==> config.mk <==
export PLATFORM = sky130hd
export DESIGN_NAME = crc_engine
export DESIGN_NICKNAME = d
export VERILOG_FILES = /design/src/rtl/crc_pkg.sv /design/src/rtl/crc_step.sv /design/src/rtl/crc_engine.sv
export SDC_FILE = /design/constraint.sdc
export NUM_CORES = 1
export LEC_CHECK = 0
export CELL_PAD_IN_SITES_DETAIL_PLACEMENT = 1
export CELL_PAD_IN_SITES_GLOBAL_PLACEMENT = 2
export CORE_ASPECT_RATIO = 1.5
export CORE_MARGIN = 2
export CORE_UTILIZATION = 41
export CTS_BUF_LIST = sky130_fd_sc_hd__clkbuf_4 sky130_fd_sc_hd__clkbuf_8
export CTS_CLUSTER_DIAMETER = 200
export CTS_CLUSTER_SIZE = 12
export DETAILED_ROUTE_END_ITERATION = 12
export HOLD_SLACK_MARGIN = 0.02
export PLACE_DENSITY_LB_ADDON = 0.15
export SYNTH_ARGS = -nofsm -noshare
export SYNTH_HDL_FRONTEND = slang
export SYNTH_SLANG_ARGS = --single-unit
export TNS_END_PERCENT = 5
==> constraint.sdc <==
create_clock -name clk -period 5.5 [get_ports clk]
set_input_delay 1.65 -clock clk [delete_from_list [all_inputs] [get_ports clk]]
set_output_delay 1.65 -clock clk [all_outputs]
set_load 0.01 [all_outputs]
==> src/rtl/crc_pkg.sv <==
// Shared definitions for the CRC engine: FSM encoding, CRC-32 default constants
// and a bit-reversal helper used on the output path.
package crc_pkg;

    typedef enum logic [1:0] {
        ST_IDLE  = 2'd0,
        ST_WAIT  = 2'd1,
        ST_SHIFT = 2'd2,
        ST_DONE  = 2'd3
    } crc_state_t;

    localparam logic [31:0] CRC32_POLY   = 32'h04C11DB7;
    localparam logic [31:0] CRC32_INIT   = 32'hFFFFFFFF;
    localparam logic [31:0] CRC32_XOROUT = 32'hFFFFFFFF;

    // Reverses the low 'width' bits of value; bits above 'width' come back as 0.
    function automatic logic [31:0] bit_reverse(input logic [31:0] value, input int width);
        logic [31:0] r;
        r = {<<{value}};
        return r >> (32 - width);
    endfunction

endpackage

==> src/rtl/crc_step.sv <==
// One slice of the CRC: BITS_PER_CYCLE serial MSB-first LFSR steps unrolled into
// combinational logic. slice[BITS_PER_CYCLE-1] is the first bit consumed.
module crc_step
    import crc_pkg::*;
#(
    parameter int          CRC_W          = 32,
    parameter int          BITS_PER_CYCLE = 8,
    parameter logic [31:0] POLY           = CRC32_POLY
) (
    input  logic [CRC_W-1:0]          crc_cur,
    input  logic [BITS_PER_CYCLE-1:0] slice,
    output logic [CRC_W-1:0]          crc_nxt
);

    localparam logic [CRC_W-1:0] POLY_W = POLY[CRC_W-1:0];

    logic [CRC_W-1:0]          c;
    logic [BITS_PER_CYCLE-1:0] s;
    logic                      fb;

    always_comb begin
        c  = crc_cur;
        s  = slice;
        fb = 1'b0;
        for (int i = 0; i < BITS_PER_CYCLE; i++) begin
            fb = c[CRC_W-1] ^ s[BITS_PER_CYCLE-1];
            c  = {c[CRC_W-2:0], 1'b0} ^ ({CRC_W{fb}} & POLY_W);
            s  = s << 1;
        end
        crc_nxt = c;
    end

endmodule

==> src/rtl/crc_engine.sv <==
// Streaming CRC engine: accepts message words over a valid/ready port, folds
// BITS_PER_CYCLE bits per clock and publishes the finished CRC with a done pulse.
module crc_engine
    import crc_pkg::*;
#(
    parameter int          CRC_W          = 32,
    parameter int          DATA_W         = 32,
    parameter int          BITS_PER_CYCLE = 8,
    parameter logic [31:0] POLY           = CRC32_POLY,
    parameter logic [31:0] INIT           = CRC32_INIT,
    parameter bit          REFIN          = 1'b1,
    parameter bit          REFOUT         = 1'b1,
    parameter logic [31:0] XOROUT         = CRC32_XOROUT
) (
    input  logic              clk,
    input  logic              rst_n,
    input  logic              start,
    input  logic [DATA_W-1:0] in_data,
    input  logic              in_valid,
    input  logic              in_last,
    output logic              in_ready,
    output logic              busy,
    output logic [CRC_W-1:0]  crc_out,
    output logic              done
);

    localparam int NSLICE = DATA_W / BITS_PER_CYCLE;
    localparam int CNT_W  = (NSLICE > 1) ? $clog2(NSLICE) : 1;
    localparam logic [CNT_W-1:0] LAST_SLICE = CNT_W'(NSLICE - 1);
    localparam logic [CRC_W-1:0] INIT_W     = INIT[CRC_W-1:0];
    localparam logic [CRC_W-1:0] XOROUT_W   = XOROUT[CRC_W-1:0];

    crc_state_t        state;
    logic [CRC_W-1:0]  crc_q;
    logic [CRC_W-1:0]  crc_nxt;
    logic [DATA_W-1:0] word_q;
    logic [DATA_W-1:0] in_ordered;
    logic              last_q;
    logic [CNT_W-1:0]  slice_cnt;
    logic [31:0]       rev_full;
    logic [CRC_W-1:0]  fin_val;

    // Bytes stay in MSB-first order; with REFIN each byte is mirrored so the
    // MSB-first shifter consumes its bits LSB first.
    for (genvar g = 0; g < DATA_W / 8; g++) begin : g_order
        assign in_ordered[g*8 +: 8] = REFIN ? {<<{in_data[g*8 +: 8]}} : in_data[g*8 +: 8];
    end

    crc_step #(
        .CRC_W          (CRC_W),
        .BITS_PER_CYCLE (BITS_PER_CYCLE),
        .POLY           (POLY)
    ) u_step (
        .crc_cur (crc_q),
        .slice   (word_q[DATA_W-1 -: BITS_PER_CYCLE]),
        .crc_nxt (crc_nxt)
    );

    // Output value is formed from crc_nxt because crc_q updates on the same edge.
    always_comb begin
        rev_full = bit_reverse(32'(crc_nxt), CRC_W);
        fin_val  = (REFOUT ? rev_full[CRC_W-1:0] : crc_nxt) ^ XOROUT_W;
    end

    // Handshake: a word transfers on a rising edge where in_valid and in_ready are
    // both high. in_ready is high only in WAIT, in_valid elsewhere is ignored, and
    // in_data/in_last are sampled only on that transfer edge.
    assign in_ready = (state == ST_WAIT);
    assign busy     = (state != ST_IDLE);
    assign done     = (state == ST_DONE);

    always_ff @(posedge clk or negedge rst_n) begin
        if (!rst_n) begin
            state     <= ST_IDLE;
            crc_q     <= '0;
            word_q    <= '0;
            last_q    <= 1'b0;
            slice_cnt <= '0;
            crc_out   <= '0;
        end else if (start) begin
            // Opens a message from any state; an open message is dropped silently.
            state     <= ST_WAIT;
            crc_q     <= INIT_W;
            slice_cnt <= '0;
        end else begin
            case (state)
                ST_WAIT: begin
                    if (in_valid) begin
                        word_q    <= in_ordered;
                        last_q    <= in_last;
                        slice_cnt <= '0;
                        state     <= ST_SHIFT;
                    end
                end
                ST_SHIFT: begin
                    crc_q  <= crc_nxt;
                    word_q <= word_q << BITS_PER_CYCLE;
                    if (slice_cnt == LAST_SLICE) begin
                        slice_cnt <= '0;
                        if (last_q) begin
                            crc_out <= fin_val;
                            state   <= ST_DONE;
                        end else begin
                            state   <= ST_WAIT;
                        end
                    end else begin
                        slice_cnt <= slice_cnt + 1'b1;
                    end
                end
                ST_DONE: state <= ST_IDLE;
                default: state <= ST_IDLE;
            endcase
        end
    end

endmodule

**Word level (Yosys, flattened, before mapping)**

Index checks and enable logic that the tools add are counted.

- Bits in registers: 101
- Logic and storage cells: 54

- $add $sub $neg: 1
- Equality and inequality tests: 7
- Mux-type cells: 13
- Bitwise gates (word level): 18
- Reduce and logical (&&, ||, !) cells: 9

Operators by type and width:

| operator | count |
|---|---|
| bitwise XOR 32 x 27 -> 32 bit | 8 |
| 2-to-1 mux 32 bit | 3 |
| one-hot mux 32 bit (2 select lines) | 1 |
| NOT 32 bit | 1 |
| 2-to-1 mux 2 bit | 7 |
| one-hot mux 2 bit (2 select lines) | 2 |
| bitwise XOR 1 bit | 8 |
| equality test 2 bit, second input constant | 3 |
| inequality test 3 bit, second input constant | 2 |
| AND reduction 3 bit | 2 |
| nonzero test 2 bit | 3 |
| AND reduction 2 bit | 2 |
| AND reduction 4 bit | 1 |
| nonzero test 3 bit | 1 |
| adder 2 x 1 -> 2 bit, second input constant | 1 |
| equality test 2 x 1 -> 1 bit, second input constant | 1 |
| inequality test 2 bit, second input constant | 1 |
| NOT 1 bit | 1 |

**Logic depth before layout (Yosys ltp)**

- Word-level depth: 18
- Gate-level depth with buffers: 8
- Mapped depth without buffers: 6

**Hierarchy**

From an unflattened synthesis, not the netlist that was laid out.

- Cells, all modules: 422
- Area, all modules: 5,447.7 µm²

By module, submodules not included:

| module | instances | cells each | area an instance (µm²) | sequential area each (µm²) |
|---|---|---|---|---|
| crc_engine | 1 | 358 | 4,450.5 | 2,527.4 |
| crc_step | 1 | 64 | 997.2 | 0.0 |

**Worst setup path before layout**

Ideal clock, no wire load.

- Kind: input -> register
- Start point: in in_valid
- End point: reg word_q[16]
- Setup time: 0.083 ns
- Arrival time: 2.656 ns
- Data required time: 5.417 ns
- Path slack: 2.761 ns
- Stages: 6
- Buffers on the path: 2
- Path through: mux2i_1 or2_2 clkbuf_1 clkbuf_1 nand2_1 o21ai_0

- Word-level cells in the longest chain between the ends: 2

RTL lines:

| what | RTL line | text |
|---|---|---|
| start, declared | crc_engine.sv:19 | `input logic in_valid,` |
| inequality test 2 bit (no line) | - |  |
| AND reduction 3 bit (no line) | - |  |
| end signal, assigned | crc_engine.sv:89 | `word_q <= in_ordered;` |
| end signal, assigned | crc_engine.sv:97 | `word_q <= word_q << BITS_PER_CYCLE;` |
| end, declared | crc_engine.sv:36 | `logic [DATA_W-1:0] word_q;` |

No other way between the ends.
A chain may end at the register's enable or synchronous reset.

**Final worst setup path**

- Start point: reg state[1]
- End point: out in_ready

- Word-level cells in the longest chain between the ends: 1

RTL lines:

| what | RTL line | text |
|---|---|---|
| start, declared | crc_engine.sv:33 | `crc_state_t state;` |
| start signal, assigned | crc_engine.sv:74 | `state <= ST_IDLE;` |
| start signal, assigned | crc_engine.sv:82 | `state <= ST_WAIT;` |
| start signal, assigned | crc_engine.sv:92 | `state <= ST_SHIFT;` |
| equality test 2 x 1 -> 1 bit | crc_engine.sv:68 | `assign in_ready = (state == ST_WAIT);` |
| end, declared | crc_engine.sv:21 | `output logic in_ready,` |

No other way between the ends.

==> flow_summary.yaml <==
die:
  core_area_um2: 12400
  io-pin-count: 72
  die_x_um: 96.2
  die_h_um: 142
  rows: 50
  die_area_um2: 13700
  start_util: 0.419
critical_path:
  critical_path.max_fanout: 5
  critPathArrivalTime_ns: 1.75
  cp-end-kind: "primary output"
  ff2ff_path_depth: 7
  r2r_end: "crc_out[28]"
  start_kind: "flip-flop"
  rr_startpoint: "state[0]"
  critical_path_class: "flip-flop to primary output"
  rrSetupSlack_ns: 2.86
  crit_required_ns: 3.85
power_and_ir_drop:
  leakage_nw: 2.61
  powerDensity_nw_per_um2: 449
  total_power_mw: 2.81
  vdd_drop_max_uv: 184
sta:
  hold_viol: 0
  hold_ws_ns: 0.475
  fin_setup_tns_ns: 0
  fin_crit_sh: 0.619
  max_slew_margin: 0.317
  rsz0062_at_grt: "no"
  tightestPinTransition_ns: 1.02
  slew_viol_final: 0
  setup_viol: 0
  fmax_mhz: 294
  fin_crit_ns: 3.40
  skew_ns: 0.0112
routing:
  drc: 0
  antenna_left: 0
  via_count: 3398
  route.detailed.wl_per_inst_um: 17.4
  wl_mm: 11.7
  drt_iter0_drc: 94
  first_pass_iters: 4
  viasPerCell: 5.05
layout:
  fin_util: 0.502
  n_antenna_cell: 0
  final_nets: 555
  final_common_cell: "dfrtp_1"
  mostFrequentLayoutCells: "dfrtp_1 (101), nand2_1 (73), clkdlybuf4s50_1 (70)"
  drive_gt1_frac: 0.0870
  syn2layout_area_growth_pct: 19.6
clock_network:
  cts_tree: "built"
  clock_latency_ns: 0.37
  cts_hold_buf: 0
  htreeDepth: 3
  ctsRootBufferMaster: "clkbuf_8"
  clk_pin_slew_ns: 0.09
  cts_setup_buffers: 0
  cts_buffers: 9
  cts_resized: 0
  cts_buffer_depth: 2
  clkSinkCount: 101
min_path:
  min-delay-start: "word_q[7]"
  min_path_cells: 2
  hold_class: "flip-flop to flip-flop"
  whs_endpoint: "word_q[7]"
logic_synthesis:
  syn_nets: 495
  yosysTopAreaCell: "dfrtp_1"
  syn_inst: 453
  yosysSeqAreaShare: 0.484
  synth.distinct_cells: 32
  synthTopCellsByArea: "dfrtp_1 (48%), o21ai_0 (5.5%), nand2_1 (5.2%)"
  syn_area_um2: 5220
  yosys.area.top_type_share: 0.484
  syn_area_per_cell_um2: 11.5
  yosys_warnings: 0
  yosys_register_bits: 101
grt:
  grt_pass1_wl_mm: 19.2
  grt-ovfl-total: 0
  grt_start_max_net_pins: 85
  grt_pass1_vias: 3654
  antenna_found_initial: 0
  grtUsageTotal: 0.185
run:
  max_cap_viol_count: 0
placed_design:
  portBuffers: 71
  hpwl_mm: 8.29
  gp_congestion: 0.751
outcome:
  outcome: "finished clean"
-- power by group --
part           switching, mW  total, mW  leakage (nW)  internal [mW]
sequential            0.0823      0.923          1.20          0.841
combinational          0.699       1.45          1.33          0.750
clock                  0.259      0.435        0.0843          0.175
-- sequential cells by signal, indices dropped and copies added (netlist names) --
register / cells
word_q: 32
last_q: 1
state: 2
crc_q: 32
slice_cnt: 2
crc_out: 32
-- per-layer routing --
layer  up-vias  GRT usage  wire, µm
met5         -          0         0
met4         0     0.0474       126
met1      1689      0.220      4770
met2        53      0.335      6440
li1       1648          -         -
met3         8     0.0365       361
-- synth_stat cells --
library cell and count:
xor3_1 4, xnor2_1 28, o21bai_1 4, or2_2 2, a211o_1 26, nand2_1 73, a21oi_1 5, nand2b_1 1
clkinv_1 1, ha_1 5, xnor3_1 10, xor2_1 4, xnor2_4 8, nand3_1 8, a21bo_1 1, xor2_2 2
buf_1 3, xnor2_2 3, nor2b_1 24, mux2i_1 26, clkbuf_1 23, xor3_2 1, mux2_2 1, o21ai_0 57
nor2_1 17, a21bo_2 1, xnor3_4 4, nand4b_1 1, xnor3_2 2, dfrtp_1 101, a32oi_1 2, inv_1 5
-- worst max path at each step --
stage | startpoint | slack [ns] | endpoint | cells after the start
3_3_place_gp | start | 1.80 | crc_out[12] | 5
5_1_grt | start | 1.93 | crc_out[8] | 5
6_report | state[1] | 2.10 | in_ready | 3
3_5_place_dp | start | 1.68 | crc_out[8] | 5
2_1_floorplan | in_valid | 2.76 | word_q[16] | 6
4_1_cts | state[1] | 2.06 | in_ready | 3
-- logic make-up (layout without fill, tap and decap cells) --
| family | Yosys count | in the layout | share of synthesized area |
|---|---|---|---|
| multiplexers | 27 | 27 | 0.0520 |
| AO/OA/AOI/OAI | 96 | 96 | 0.116 |
| AND/OR/NAND/NOR | 126 | 126 | 0.106 |
| XOR/XNOR | 66 | 66 | 0.207 |
| adder cells (fa/ha/maj) | 5 | 5 | 0.0120 |
| flip-flops | 101 | 101 | 0.484 |
| buffers and inverters | 32 | 96 | 0.0230 |
-- per-stage QoR --
| stage | std cells | setup WS (ns) | cell area (µm²) |
|---|---|---|---|
| after floorplan | 453 | 2.76 | 5220 |
| after global routing | 673 | 1.93 | 6250 |
| final | 673 | 2.10 | 6250 |
| after CTS | 673 | 2.06 | 6250 |
| after detailed placement | 658 | 1.68 | 6070 |
| after global placement | 658 | 1.80 | 6070 |
-- critical path: stages, from the launching register on --
cell and delay (ns):
dfrtp_1 0.44, inv_1 0.11, ha_1 0.26, clkdlybuf4s50_1 0.57
-- final cells by class --
cell class / count / area [µm²]
fill: 1339 / 6200
multi-input combinational: 320 / 2590
sequential: 101 / 2530
timing repair buffer: 75 / 738
tap: 156 / 195
clock buffer: 10 / 138
clock inverter: 5 / 37.5
inverter: 6 / 22.5
Power figures use the tool's default switching activity.
==> RTL change 1, RTL diff (same flow settings) <==
Reset style: synchronous (`rst_n`), changed in one clocked block.
--- a/src/rtl/crc_engine.sv
+++ b/src/rtl/crc_engine.sv
@@ -69,7 +69,7 @@
     assign busy     = (state != ST_IDLE);
     assign done     = (state == ST_DONE);
 
-    always_ff @(posedge clk or negedge rst_n) begin
+    always_ff @(posedge clk) begin
         if (!rst_n) begin
             state     <= ST_IDLE;
             crc_q     <= '0;
Behaviour: differs if rst_n is asserted again (counterexample within 4 cycles, from zero or initial values and one cycle with rst_n low); with rst_n held inactive, the same outputs for 4 cycles.
==> RTL change 1 against the unedited design <==
Count of clock-buffer cells in the layout is 1 higher. Area after synthesis shrank 7.5%. Die area fell by 7.2%. Cell area down 6.2%. Sequential cell count did not move. Wire length down 1.6%. Via count up 3.9%. First-iteration DRC count is 40% higher. Cell count increased by 1.6%. Worst setup slack worse by 0.22 ns. Critical path type is now in -> reg. Critical endpoint is now crc_out[31]. Largest cell class unchanged.
Power is not compared: it rests on default switching activity, and its combinational part moved more than twofold at a synthesized area within 25%.
==> RTL change 1: results (changes against the unedited design) <==
| Metric | Value |
|---|---|
| Ranking of synthesized cells by area | `sky130_fd_sc_hd__dfxtp_1 42%, sky130_fd_sc_hd__xnor2_1 7.4%, sky130_fd_sc_hd__o211a_1 7.3%, sky130_fd_sc_hd__mux2i_1 5.2%, sky130_fd_sc_hd__nor2b_1 4.4% (was sky130_fd_sc_hd__dfrtp_1 48%, sky130_fd_sc_hd__o21ai_0 5.5%, sky130_fd_sc_hd__nand2_1 5.2%, sky130_fd_sc_hd__mux2i_1 5.0%, sky130_fd_sc_hd__xnor2_1 4.7%)` |
| Number of placed instances with taps included | `668 (was 658)` |
| Mean instance size in the synthesized netlist | `10.11 µm² (was 11.53 µm²)` |
| Maximum fanout encountered on the critical timing path | `30 (was 5)` |
| Count of cell types in the netlist | `37 (was 32)` |
| Buffer cell driving the clock tree root | `sky130_fd_sc_hd__clkbuf_8 (unchanged)` |
| Layout cells sized above 1 | `9.551% (was 8.704%)` |
| Worst-margin pin slew | `0.9851 ns (was 1.025 ns)` |
| Iter 0 DRT Violations | `132 (was 94)` |
| FFs w/ async S/R, synth | `0% (was 100.0%)` |
| Place WS | `1.413 ns (was 1.680 ns)` |
| Met1 track demand over resource | `21.55% (was 21.97%)` |
| Count of fill cells added during filler insertion | `1291 (was 1339)` |
| Post-CTS sizing | `0 (unchanged)` |
| Number of nets at the end of the flow | `571 (was 555)` |
| Placed Instance Area | `5635 µm² (was 6071 µm²)` |
| GR Util met2 | `35.93% (was 33.52%)` |
| Via count of the first global-routing pass | `3732 (was 3654)` |
| Number of buffers added on ports | `71 (unchanged)` |
| Static power due to leakage | `2.460 nW` |
| Top cells by count, synth | `101 x sky130_fd_sc_hd__dfxtp_1, 44 x sky130_fd_sc_hd__nand2_1, 41 x sky130_fd_sc_hd__xnor2_1 (was 101 x sky130_fd_sc_hd__dfrtp_1, 73 x sky130_fd_sc_hd__nand2_1, 57 x sky130_fd_sc_hd__o21ai_0)` |
| Synth warn | `0 (unchanged)` |
| Status | `finished clean (unchanged)` |
| Global-route usage over all layers | `19.13% (was 18.51%)` |
| Final wirelength | `11510 µm (was 11700 µm)` |
| Total number of placement rows | `48 (was 50)` |
| Worst clock skew | `0.01270 ns (was 0.01119 ns)` |
| Maximum number of pins on one net before global-route repair | `61 (was 85)` |
| Net count after synthesis | `520 (was 495)` |
| Setup repair bufs after CTS | `0 (unchanged)` |
| Final weighted congestion of routability-driven global placement | `0.7712 (was 0.7511)` |
| Largest registers ranked by flip-flop count | `crc_out x32, crc_q x32, word_q x32 (unchanged)` |
| Vias after detailed routing | `3531 (was 3398)` |
| Arrival time worst endpoint | `3.93 ns (was 1.75 ns)` |
| Final std cells w/o fill | `684 (was 673)` |
| Final-layout worst hold slack | `0.4780 ns (was 0.4748 ns)` |
| DP Wirelength | `8252 µm (was 8290 µm)` |
| First-pass GRT wire length | `18950 µm (was 19190 µm)` |
| Met3 track utilization from global routing | `2.974% (was 3.655%)` |
| Cts bufs inserted | `9 (unchanged)` |
| Register area share after synthesis | `41.85% (was 48.39%)` |
==> RTL change 1: cell types whose count changed after synthesis, moves of 13 or more <==
cell                      change
sky130_fd_sc_hd__nand2_1     -29
sky130_fd_sc_hd__dfxtp_1    +101
sky130_fd_sc_hd__dfrtp_1    -101
sky130_fd_sc_hd__o211a_1     +35
sky130_fd_sc_hd__o21ai_0     -32
sky130_fd_sc_hd__xnor2_1     +13
sky130_fd_sc_hd__a211o_1     -26
sky130_fd_sc_hd__a21oi_1     +13
==> RTL change 1: power by group <==
part | switching (mW) | total [mW] | internal, mW
logic | 0.225 | 0.420 | 0.195
clock network | 0.263 | 0.531 | 0.268
registers | 0.0251 | 0.786 | 0.761
==> RTL change 1: critical path, stage by stage <==
cell and delay, ns:
sky130_fd_sc_hd__clkdlybuf4s50_1 0.43, sky130_fd_sc_hd__nor2b_1 0.44, sky130_fd_sc_hd__and3_1 0.89, sky130_fd_sc_hd__buf_4 0.29, sky130_fd_sc_hd__nand2_1 0.06, sky130_fd_sc_hd__a21boi_0 0.17
==> RTL change 1: cells by family (layout without fill, tap and decap cells) <==
kind of cell    Yosys count  count (layout)  share of synthesized area [%]
compound gates          118             118                          18.62
xor+xnor                 69              69                          17.66
fa+ha+maj                 5               5                          1.295
buf+inv                  40              96                          3.108
flops                   101             101                          41.85
mux                      27              27                          5.646
simple gates            118             118                          11.81
==> RTL change 1: cell type report <==
class                      instances  area, µm²  area share, %
multi-input combinational        337       2664          45.47
sequential                       101       2022          34.52
timing repair buffer              77      750.7          12.82
tap                              150      187.7          3.204
clock buffer                      11      138.9          2.371
clock inverter                     5      83.83          1.431
inverter                           3      11.26         0.1922
==> RTL change 1: path summary, 6_finish.rpt <==
| check | from | endpoint | slack, ns | cells past startpoint |
|---|---|---|---|---|
| setup / recovery | start | crc_out[31] | 1.87 | 6 |
| hold / removal | crc_out[31] | crc_out[31] | 0.48 | 2 |
| setup reg to reg | state[0] | crc_out[31] | 2.93 | 7 |
| hold reg to reg | crc_out[31] | crc_out[31] | 0.48 | 2 |
==> RTL change 1: routing by layer <==
| layer | share of wire, % | up-vias | wire (µm) |
|---|---|---|---|
| li1 | - | 1751 | - |
| met1 | 42 | 1711 | 4857 |
| met5 | 0 | - | 0 |
| met4 | 2.2 | 0 | 254 |
| met3 | 2.1 | 15 | 245 |
| met2 | 53 | 54 | 6153 |
==> RTL change 2, RTL diff (same settings) <==
Without the edit above. `DATA_W`: 32 -> 16.
--- a/src/rtl/crc_engine.sv
+++ b/src/rtl/crc_engine.sv
@@ -4,7 +4,7 @@
     import crc_pkg::*;
 #(
     parameter int          CRC_W          = 32,
-    parameter int          DATA_W         = 32,
+    parameter int          DATA_W         = 16,
     parameter int          BITS_PER_CYCLE = 8,
     parameter logic [31:0] POLY           = CRC32_POLY,
     parameter logic [31:0] INIT           = CRC32_INIT,
Interface: changed (resized in_data); port bits go from 72 to 56. The function was not compared with the original's and may differ.
==> RTL change 2 against the unedited design <==
Sequential cell count down 17. Sequential power fell by 19%. Worst setup slack better by 0.079 ns. Critical path depth did not move. Power fell by 6.1%. Count of clock-buffer cells in the layout is the same. Cell area decreased by 19%. Sequential share of layout area increased by 0.94 points. Clock power grew 2%. Wire length down 20%. Area after synthesis down 19%. First-iteration DRC count is 13% higher. Utilization is 0.21 points higher. Critical path type unchanged. Critical endpoint unchanged.
==> RTL change 2: results (changes against the unedited design) <==
| Metric | Value |
|---|---|
| Status | `finished clean (unchanged)` |
| Synth Area in Adders | `1.186% (was 1.198%)` |
| Iter 0 DRT Violations | `106 (was 94)` |
| Final-layout worst hold slack | `0.4741 ns (was 0.4748 ns)` |
| Maximum fanout encountered on the critical timing path | `6 (was 5)` |
| Placed Instance Area | `4876 µm² (was 6071 µm²)` |
| Top cells by count, synth | `84 x sky130_fd_sc_hd__dfrtp_1, 75 x sky130_fd_sc_hd__nand2_1, 43 x sky130_fd_sc_hd__o21ai_0 (was 101 x sky130_fd_sc_hd__dfrtp_1, 73 x sky130_fd_sc_hd__nand2_1, 57 x sky130_fd_sc_hd__o21ai_0)` |
| Power density over cell area | `519.3 nW/µm² (was 449.3 nW/µm²)` |
| Ranking of synthesized cells by area | `sky130_fd_sc_hd__dfrtp_1 50%, sky130_fd_sc_hd__xnor2_1 8.3%, sky130_fd_sc_hd__nand2_1 6.7%, sky130_fd_sc_hd__mux2i_1 5.7%, sky130_fd_sc_hd__o21ai_0 5.1% (was sky130_fd_sc_hd__dfrtp_1 48%, sky130_fd_sc_hd__o21ai_0 5.5%, sky130_fd_sc_hd__nand2_1 5.2%, sky130_fd_sc_hd__mux2i_1 5.0%, sky130_fd_sc_hd__xnor2_1 4.7%)` |
| Number of nets at the end of the flow | `456 (was 555)` |
| Core Region | `10080 µm² (was 12450 µm²)` |
| Register area share after synthesis | `49.81% (was 48.39%)` |
| Via count of the first global-routing pass | `3088 (was 3654)` |
| Count of fill cells added during filler insertion | `1101 (was 1339)` |
| Final wirelength | `9359 µm (was 11700 µm)` |
| Detailed-route wire length per cell | `16.92 µm (was 17.38 µm)` |
| First-pass GRT wire length | `15970 µm (was 19190 µm)` |
| Total area of multi-input combinational cells | `2027 µm² (was 2587 µm²)` |
| Count of cell types in the netlist | `34 (was 32)` |
| Layout cells sized above 1 | `10.09% (was 8.704%)` |
| Fmax achieved | `300.8 MHz (was 293.9 MHz)` |
| Depth of the most critical reg-to-reg path | `6 (was 7)` |
| Static power due to leakage | `2.018 nW (was 2.614 nW)` |
| Register-to-Register Setup Slack | `3.01 ns (was 2.86 ns)` |
| Worst clock skew | `0.01128 ns (was 0.01119 ns)` |
| Maximum number of pins on one net before global-route repair | `58 (was 85)` |
| Plain + repair buffers | `60 (was 75)` |
| Min-delay src | `word_q[1] (was word_q[7])` |
| Worst ir drop on vdd | `0.0002041 V (was 0.0001844 V)` |
| Flip-flop and latch count after synthesis | `84 (was 101)` |
| Sequential cell area in the final layout | `2102 µm² (was 2527 µm²)` |
| Largest registers ranked by flip-flop count | `crc_out x32, crc_q x32, word_q x16 (was crc_out x32, crc_q x32, word_q x32)` |
| Net count after synthesis | `406 (was 495)` |
| Global-route usage over all layers | `18.66% (was 18.51%)` |
[RTL change 2: critical path, stage by stage, from the launching register on]
cell                              delay, ns
sky130_fd_sc_hd__dfrtp_1               0.42
sky130_fd_sc_hd__inv_1                 0.09
sky130_fd_sc_hd__ha_1                  0.24
sky130_fd_sc_hd__clkdlybuf4s50_1       0.57
[RTL change 2: per-layer routing]
metal	vias to the layer above	part of all wire, %	track usage, %
met5	-	0	0
met4	0	1.6	6.893
met3	10	2.7	2.318
met2	48	53	32.42
met1	1386	43	23.44
li1	1364	-	-
[RTL change 2: power breakdown]
part / total (mW) / leakage, nW / switching (mW) / internal (mW)
Sequential: 0.751 / 0.982 / 0.0594 / 0.692
Clock: 0.445 / 0.0983 / 0.224 / 0.221
Combinational: 1.44 / 0.937 / 0.805 / 0.635
